[src/rtl/booth_pkg.sv]
// Shared types for the radix-4 Booth multiplier: FSM encoding and the
// partial-product select codes produced by the recoder.
package booth_pkg;

    typedef enum logic [1:0] {
        IDLE = 2'd0,
        ITER = 2'd1,
        DONE = 2'd2
    } state_t;

    typedef enum logic [2:0] {
        PP_ZERO = 3'd0,
        PP_POS1 = 3'd1,
        PP_POS2 = 3'd2,
        PP_NEG1 = 3'd3,
        PP_NEG2 = 3'd4
    } pp_sel_t;

    // Window is {q[i+1], q[i], q[i-1]}.
    function automatic pp_sel_t recode_sel(input logic [2:0] win);
        case (win)
            3'b001, 3'b010: recode_sel = PP_POS1;
            3'b011:         recode_sel = PP_POS2;
            3'b100:         recode_sel = PP_NEG2;
            3'b101, 3'b110: recode_sel = PP_NEG1;
            default:        recode_sel = PP_ZERO;
        endcase
    endfunction

endpackage

[src/rtl/booth_r4_ctrl_if.sv]
// Start/busy/done request bus of the Booth multiplier control stage.
interface booth_r4_ctrl_if #(parameter int N = 8);
    logic           start;
    logic [N-1:0]   multiplicand;
    logic [N-1:0]   multiplier;
    logic           busy;
    logic           done;
    logic [2*N-1:0] product;

    modport master (output start, multiplicand, multiplier,
                    input  busy, done, product);
    modport slave  (input  start, multiplicand, multiplier,
                    output busy, done, product);
endinterface

[src/rtl/booth_r4_recode.sv]
// Combinational radix-4 Booth recoder: 3-bit window plus M to an (N+2)-bit
// partial product in {0, +-M, +-2M}.
module booth_r4_recode
    import booth_pkg::*;
#(
    parameter int N = 8
) (
    input  logic [2:0]   win,
    input  logic [N-1:0] m,
    output logic [N+1:0] pp
);

    logic [N+1:0] m1;
    logic [N+1:0] m2;

    // Sign-extend first so that 2M and -(-2^(N-1)) stay representable.
    assign m1 = {{2{m[N-1]}}, m};
    assign m2 = {m1[N:0], 1'b0};

    always_comb begin
        pp = '0;
        case (recode_sel(win))
            PP_POS1: pp = m1;
            PP_POS2: pp = m2;
            PP_NEG1: pp = -m1;
            PP_NEG2: pp = -m2;
            default: pp = '0;
        endcase
    end

endmodule

[src/rtl/booth_r4_ctrl.sv]
// Radix-4 Booth control and accumulator stage. Drives an external 2-bit
// right-shift register holding the multiplier / low product half.
module booth_r4_ctrl
    import booth_pkg::*;
#(
    parameter int N = 8
) (
    input  logic                clk,
    input  logic                rst,
    booth_r4_ctrl_if.slave      bus,
    output logic                q_set,
    output logic                q_shift,
    output logic [1:0]          q_shift_in,
    output logic [N-1:0]        q_din,
    input  logic [N-1:0]        q_dout
);

    localparam int            CW   = $clog2(N/2);
    localparam logic [CW-1:0] LAST = CW'(N/2 - 1);

    state_t         state, state_nx;
    logic [N-1:0]   m_reg;
    logic [N+1:0]   acc, pp, sum, acc_nx;
    logic           q_m1;
    logic [CW-1:0]  cnt;
    logic [2*N-1:0] product;

    booth_r4_recode #(.N(N)) u_recode (
        .win ({q_dout[1:0], q_m1}),
        .m   (m_reg),
        .pp  (pp)
    );

    assign sum    = acc + pp;
    assign acc_nx = $signed(sum) >>> 2;

    always_ff @(posedge clk) begin
        if (rst) state <= IDLE;
        else     state <= state_nx;
    end

    always_comb begin
        state_nx   = state;
        q_set      = 1'b0;
        q_shift    = 1'b0;
        q_shift_in = 2'b00;
        q_din      = '0;
        case (state)
            IDLE: begin
                if (bus.start) begin
                    q_set    = 1'b1;
                    q_din    = bus.multiplier;
                    state_nx = ITER;
                end
            end
            ITER: begin
                q_shift    = 1'b1;
                q_din      = q_dout;
                q_shift_in = sum[1:0];
                if (cnt == LAST) state_nx = DONE;
            end
            DONE:    state_nx = IDLE;
            default: state_nx = IDLE;
        endcase
    end

    always_ff @(posedge clk) begin
        if (rst) begin
            m_reg   <= '0;
            acc     <= '0;
            q_m1    <= 1'b0;
            cnt     <= '0;
            product <= '0;
        end else begin
            case (state)
                IDLE: begin
                    if (bus.start) begin
                        m_reg <= bus.multiplicand;
                        acc   <= '0;
                        q_m1  <= 1'b0;
                        cnt   <= '0;
                    end
                end
                ITER: begin
                    acc  <= acc_nx;
                    q_m1 <= q_dout[1];
                    cnt  <= cnt + 1'b1;
                    // Final iteration: the register only holds the new low half
                    // after this edge, so assemble it from the shift inputs.
                    if (cnt == LAST)
                        product <= {acc_nx[N-1:0], sum[1:0], q_dout[N-1:2]};
                end
                default: ;
            endcase
        end
    end

    assign bus.busy    = (state != IDLE);
    assign bus.done    = (state == DONE);
    assign bus.product = product;

endmodule

[src/flat_wrapper.sv]
// flat-port wrapper written by rule: the top's interface ports become plain ports
module booth_r4_ctrl_flat import booth_pkg::*;
#(
    parameter int N = 8
)
  (clk, rst, q_set, q_shift, q_shift_in, q_din, q_dout, bus_start, bus_multiplicand, bus_multiplier, bus_busy, bus_done, bus_product);
  booth_r4_ctrl_if #(.N(N)) bus_i ();
  input  logic clk;
  input  logic rst;
  output logic q_set;
  output logic q_shift;
  output logic [1:0] q_shift_in;
  output logic [N-1:0] q_din;
  input  logic [N-1:0] q_dout;
  input wire logic [$bits(bus_i.start)-1:0] bus_start;
  input wire logic [$bits(bus_i.multiplicand)-1:0] bus_multiplicand;
  input wire logic [$bits(bus_i.multiplier)-1:0] bus_multiplier;
  output wire logic [$bits(bus_i.busy)-1:0] bus_busy;
  output wire logic [$bits(bus_i.done)-1:0] bus_done;
  output wire logic [$bits(bus_i.product)-1:0] bus_product;
  assign bus_i.start = bus_start;
  assign bus_i.multiplicand = bus_multiplicand;
  assign bus_i.multiplier = bus_multiplier;
  assign bus_busy = bus_i.busy;
  assign bus_done = bus_i.done;
  assign bus_product = bus_i.product;
  booth_r4_ctrl #(.N(N)) u_core (.clk(clk), .rst(rst), .bus(bus_i), .q_set(q_set), .q_shift(q_shift), .q_shift_in(q_shift_in), .q_din(q_din), .q_dout(q_dout));
endmodule
[config.mk]
export PLATFORM = sky130hd
export DESIGN_NAME = booth_r4_ctrl_flat
export DESIGN_NICKNAME = d
export VERILOG_FILES = /design/src/rtl/booth_pkg.sv /design/src/rtl/booth_r4_ctrl_if.sv /design/src/rtl/booth_r4_recode.sv /design/src/rtl/booth_r4_ctrl.sv /design/src/flat_wrapper.sv
export SDC_FILE = /design/constraint.sdc
export NUM_CORES = 1
export LEC_CHECK = 0
export ABC_AREA = 1
export CORE_AREA = 2 2 91 93
export DETAILED_ROUTE_END_ITERATION = 7
export DIE_AREA = 0 0 93 95
export PLACE_DENSITY_LB_ADDON = 0.3
export REMOVE_ABC_BUFFERS = 1
export SYNTH_ARGS = -nofsm -noshare
export SYNTH_HDL_FRONTEND = slang
export SYNTH_SLANG_ARGS = --single-unit
[constraint.sdc]
create_clock -name clk -period 7.7 [get_ports clk]
set_clock_uncertainty 0.2 [all_clocks]
set_input_delay 1.54 -clock clk [delete_from_list [all_inputs] [get_ports clk]]
set_output_delay 1.54 -clock clk [all_outputs]
set_load 0.03 [all_outputs]
==> impl_metrics.tcl <==
set metrics [dict create \
    placed_area_um2 2940 \
    crit_fanout 6 \
    largest_register_ffs 16 \
    grt.overflow.total 0 \
    m1WireLength_mm 2.59 \
    syn_to_final_growth_pct 32.9 \
    internal-power_uw 355 \
    drv_cap 0 \
    final_common_cell "nand2_1" \
    synth_area_per_cell_um2 6.95 \
    fin_crit_sh_pct 76.5 \
    die_w_um 93 \
    vias 2281 \
    netlist_instances 331 \
    n_antenna_cell 0 \
    dp_cells 482 \
    ctsResizeCount 0 \
    clkSinkCount 37 \
    route.detailed.drc 0 \
    dieArea_um2 8840 \
    dieHeight_um 95 \
    worst_slack_ps 1810 \
    clock_latency_ps 300 \
    drt-initial-drc-count 127 \
    path_clk_slew_ps 80 \
    yosysWarnings 0 \
    tritoncts "built" \
    dp_hpwl_mm 4.55 \
    rr_worst_depth 19 \
    seqPwrFrac_pct 39.0 \
    cts_buffer_depth 2 \
    layout-drive-gt1-share_pct 9.61 \
    firstDrtPassIters 4 \
    max_freq_mhz 170 \
    hp-start "u_core.bus.product[8]$_SDFFE_PP0P_" \
    tns_ps 0 \
    power.leakage_uw 0.00133 \
    fin_cells 490 \
    r2r_end "u_core.bus.product[15]$_SDFFE_PP0P_" \
    wirelength_mm 5.91 \
    grt_pass1_vias 2223 \
    hold_end "u_core.bus.product[8]$_SDFFE_PP0P_" \
    crit_type "in -> out" \
    final_cell_mix "nand2_1 (72), clkdlybuf4s50_1 (56), inv_1 (40)" \
    comb_power_share_pct 28.2 \
    wl_met3_um 325 \
    switching_share_pct 33.3 \
    status "complete, no violations" \
    syn-cell-area_um2 2300 \
    min_path_cells 2 \
    grt_max_degree 24 \
    rows 33 \
    cp.required_ps 5960 \
    rsz0062_at_grt "false" \
    antenna_found_initial 0 \
    cp-end-kind "output pin" \
    cp.arrival_ps 4150 \
    wl_met2_mm 2.88 \
    synthDistinctLibCells 35 \
    ys.flop_type "dfxtp_1" \
    final_hold_viol_count 0 \
    synth-async-reset-ratio_pct 0 \
    hp-class "reg -> reg" \
    htree_levels 2 \
    worstMarginPinSlew_ps 750 \
    ys_ff_latch 37 \
    final_nets 423 \
    report.final.slew_viol_count 0 \
    fin_area_um2 3060 \
    wl_per_cell_um 12.1 \
    power_density_nw_per_um2 174 \
    highest_layer "met4" \
    grt_first_pass_wirelength_mm 10.1 \
    finalCriticalPeriod_ps 5890 \
    port_buffers 56 \
    io_pins 57 \
    synth_edf_count 0 \
    postCtsSetupBuffers 0 \
    synth-seq-area-share_pct 32.2 \
    cts-buffers-inserted 5 \
    detail-route-antenna-nets 0 \
    initial_core_util_pct 29.0 \
    gp_congestion 0.873 \
    cts_root_buf "clkbuf_8" \
    via_per_inst 4.66 \
    power.share.clock_pct 32.8 \
    setup_viol 0 \
    power_switching_uw 177 \
    core_area_um2 7930 \
    dpl_worst_slack_ps 1820 \
    cts_hold_buf 0 \
    maxSlewHeadroom_pct 49.8 \
    grt_use_total_pct 14.3 \
    reg2reg_from "u_core.m_reg[0]$_SDFFE_PP0P_" \
    r2r_slack_ps 4660 \
    worst_setup_path_start_kind "input pin" \
    vdd_ir_drop_max_v 0.0000913 \
]
## Yosys cell counts (2+ instances only)
library cell	instances	area, um^2
inv_2	8	30.0
nand2_2	2	12.5
nor2_1	26	97.6
a21oi_2	2	17.5
nand2_1	72	270
ha_1	11	138
a21oi_1	24	120
buf_4	2	15.0
nand4_1	4	25.0
nand3_1	15	75.1
clkbuf_1	5	18.8
nand3_2	7	70.1
dfxtp_1	37	741
o211ai_1	2	15.0
nor2_2	6	37.5
xor2_1	8	70.1
o21bai_1	6	45.0
buf_2	3	15.0
inv_1	40	150
a21o_1	2	15.0
o2111ai_1	4	35.0
o21ai_0	25	125
o21ai_1	8	40.0
## power by group through the flow
stage,Combinational (uW),Clock [uW],Sequential (uW)
floorplan,101,0,210
CTS,151,179,208
detailed placement,150,0,213
global placement,149,0,212
global route,168,189,209
finish,150,175,208
## final cells by class
class,count,area (um^2)
clock buffers,5,68.8
clock inverters,3,43.8
fillers,862,4870
inverters,48,180
multi-input cells,236,1330
flip-flops and latches,37,741
well taps,105,131
repair buffers,56,561
## critical path, stage by stage
cell and delay [ps]:
clkdlybuf4s50_1 470, inv_1 70, nand2_4 110, and2_1 140, inv_2 40, nor2_2 210
inv_2 60, o211ai_1 280, fa_1 490, inv_1 90, nor2_1 50, clkdlybuf4s50_1 590
## cell families after synthesis
logic type	after synthesis	share of synthesized area, %
AND/OR/NAND/NOR	138	28.3
flip-flops	37	32.2
adder cells (fa/ha/maj)	12	6.86
AO/OA/AOI/OAI	77	19.3
buffers and inverters	58	9.96
XOR/XNOR	9	3.43
## how the worst max path moves through the flow
| stage | start | endpoint | slack (ps) | depth (start not counted) |
|---|---|---|---|---|
| floorplan | q_dout[0] | q_shift_in[1] | 2840 | 9 |
| detailed placement | q_dout[0] | q_shift_in[1] | 1820 | 12 |
| finish | q_dout[0] | q_shift_in[1] | 1810 | 12 |
| global route | q_dout[0] | q_shift_in[1] | 1640 | 12 |
| CTS | q_dout[0] | q_shift_in[1] | 1800 | 12 |
| global placement | q_dout[0] | q_shift_in[1] | 1840 | 12 |
## per-layer routing
metal  vias up  track usage, %
met2        67            24.9
met3         9            3.51
met4         0            5.27
met5         -               0
met1      1028            17.1
li1       1177               -
## through the flow
step	utilization [%]	hold slack, ps	power (uW)
after floorplan	-	239	311
after global placement	37.1	255	362
after detailed placement	37.1	256	362
after CTS	38.5	269	538
after global routing	38.5	292	566
final	38.5	271	533
Note: power is estimated with default switching activity, not from simulation.
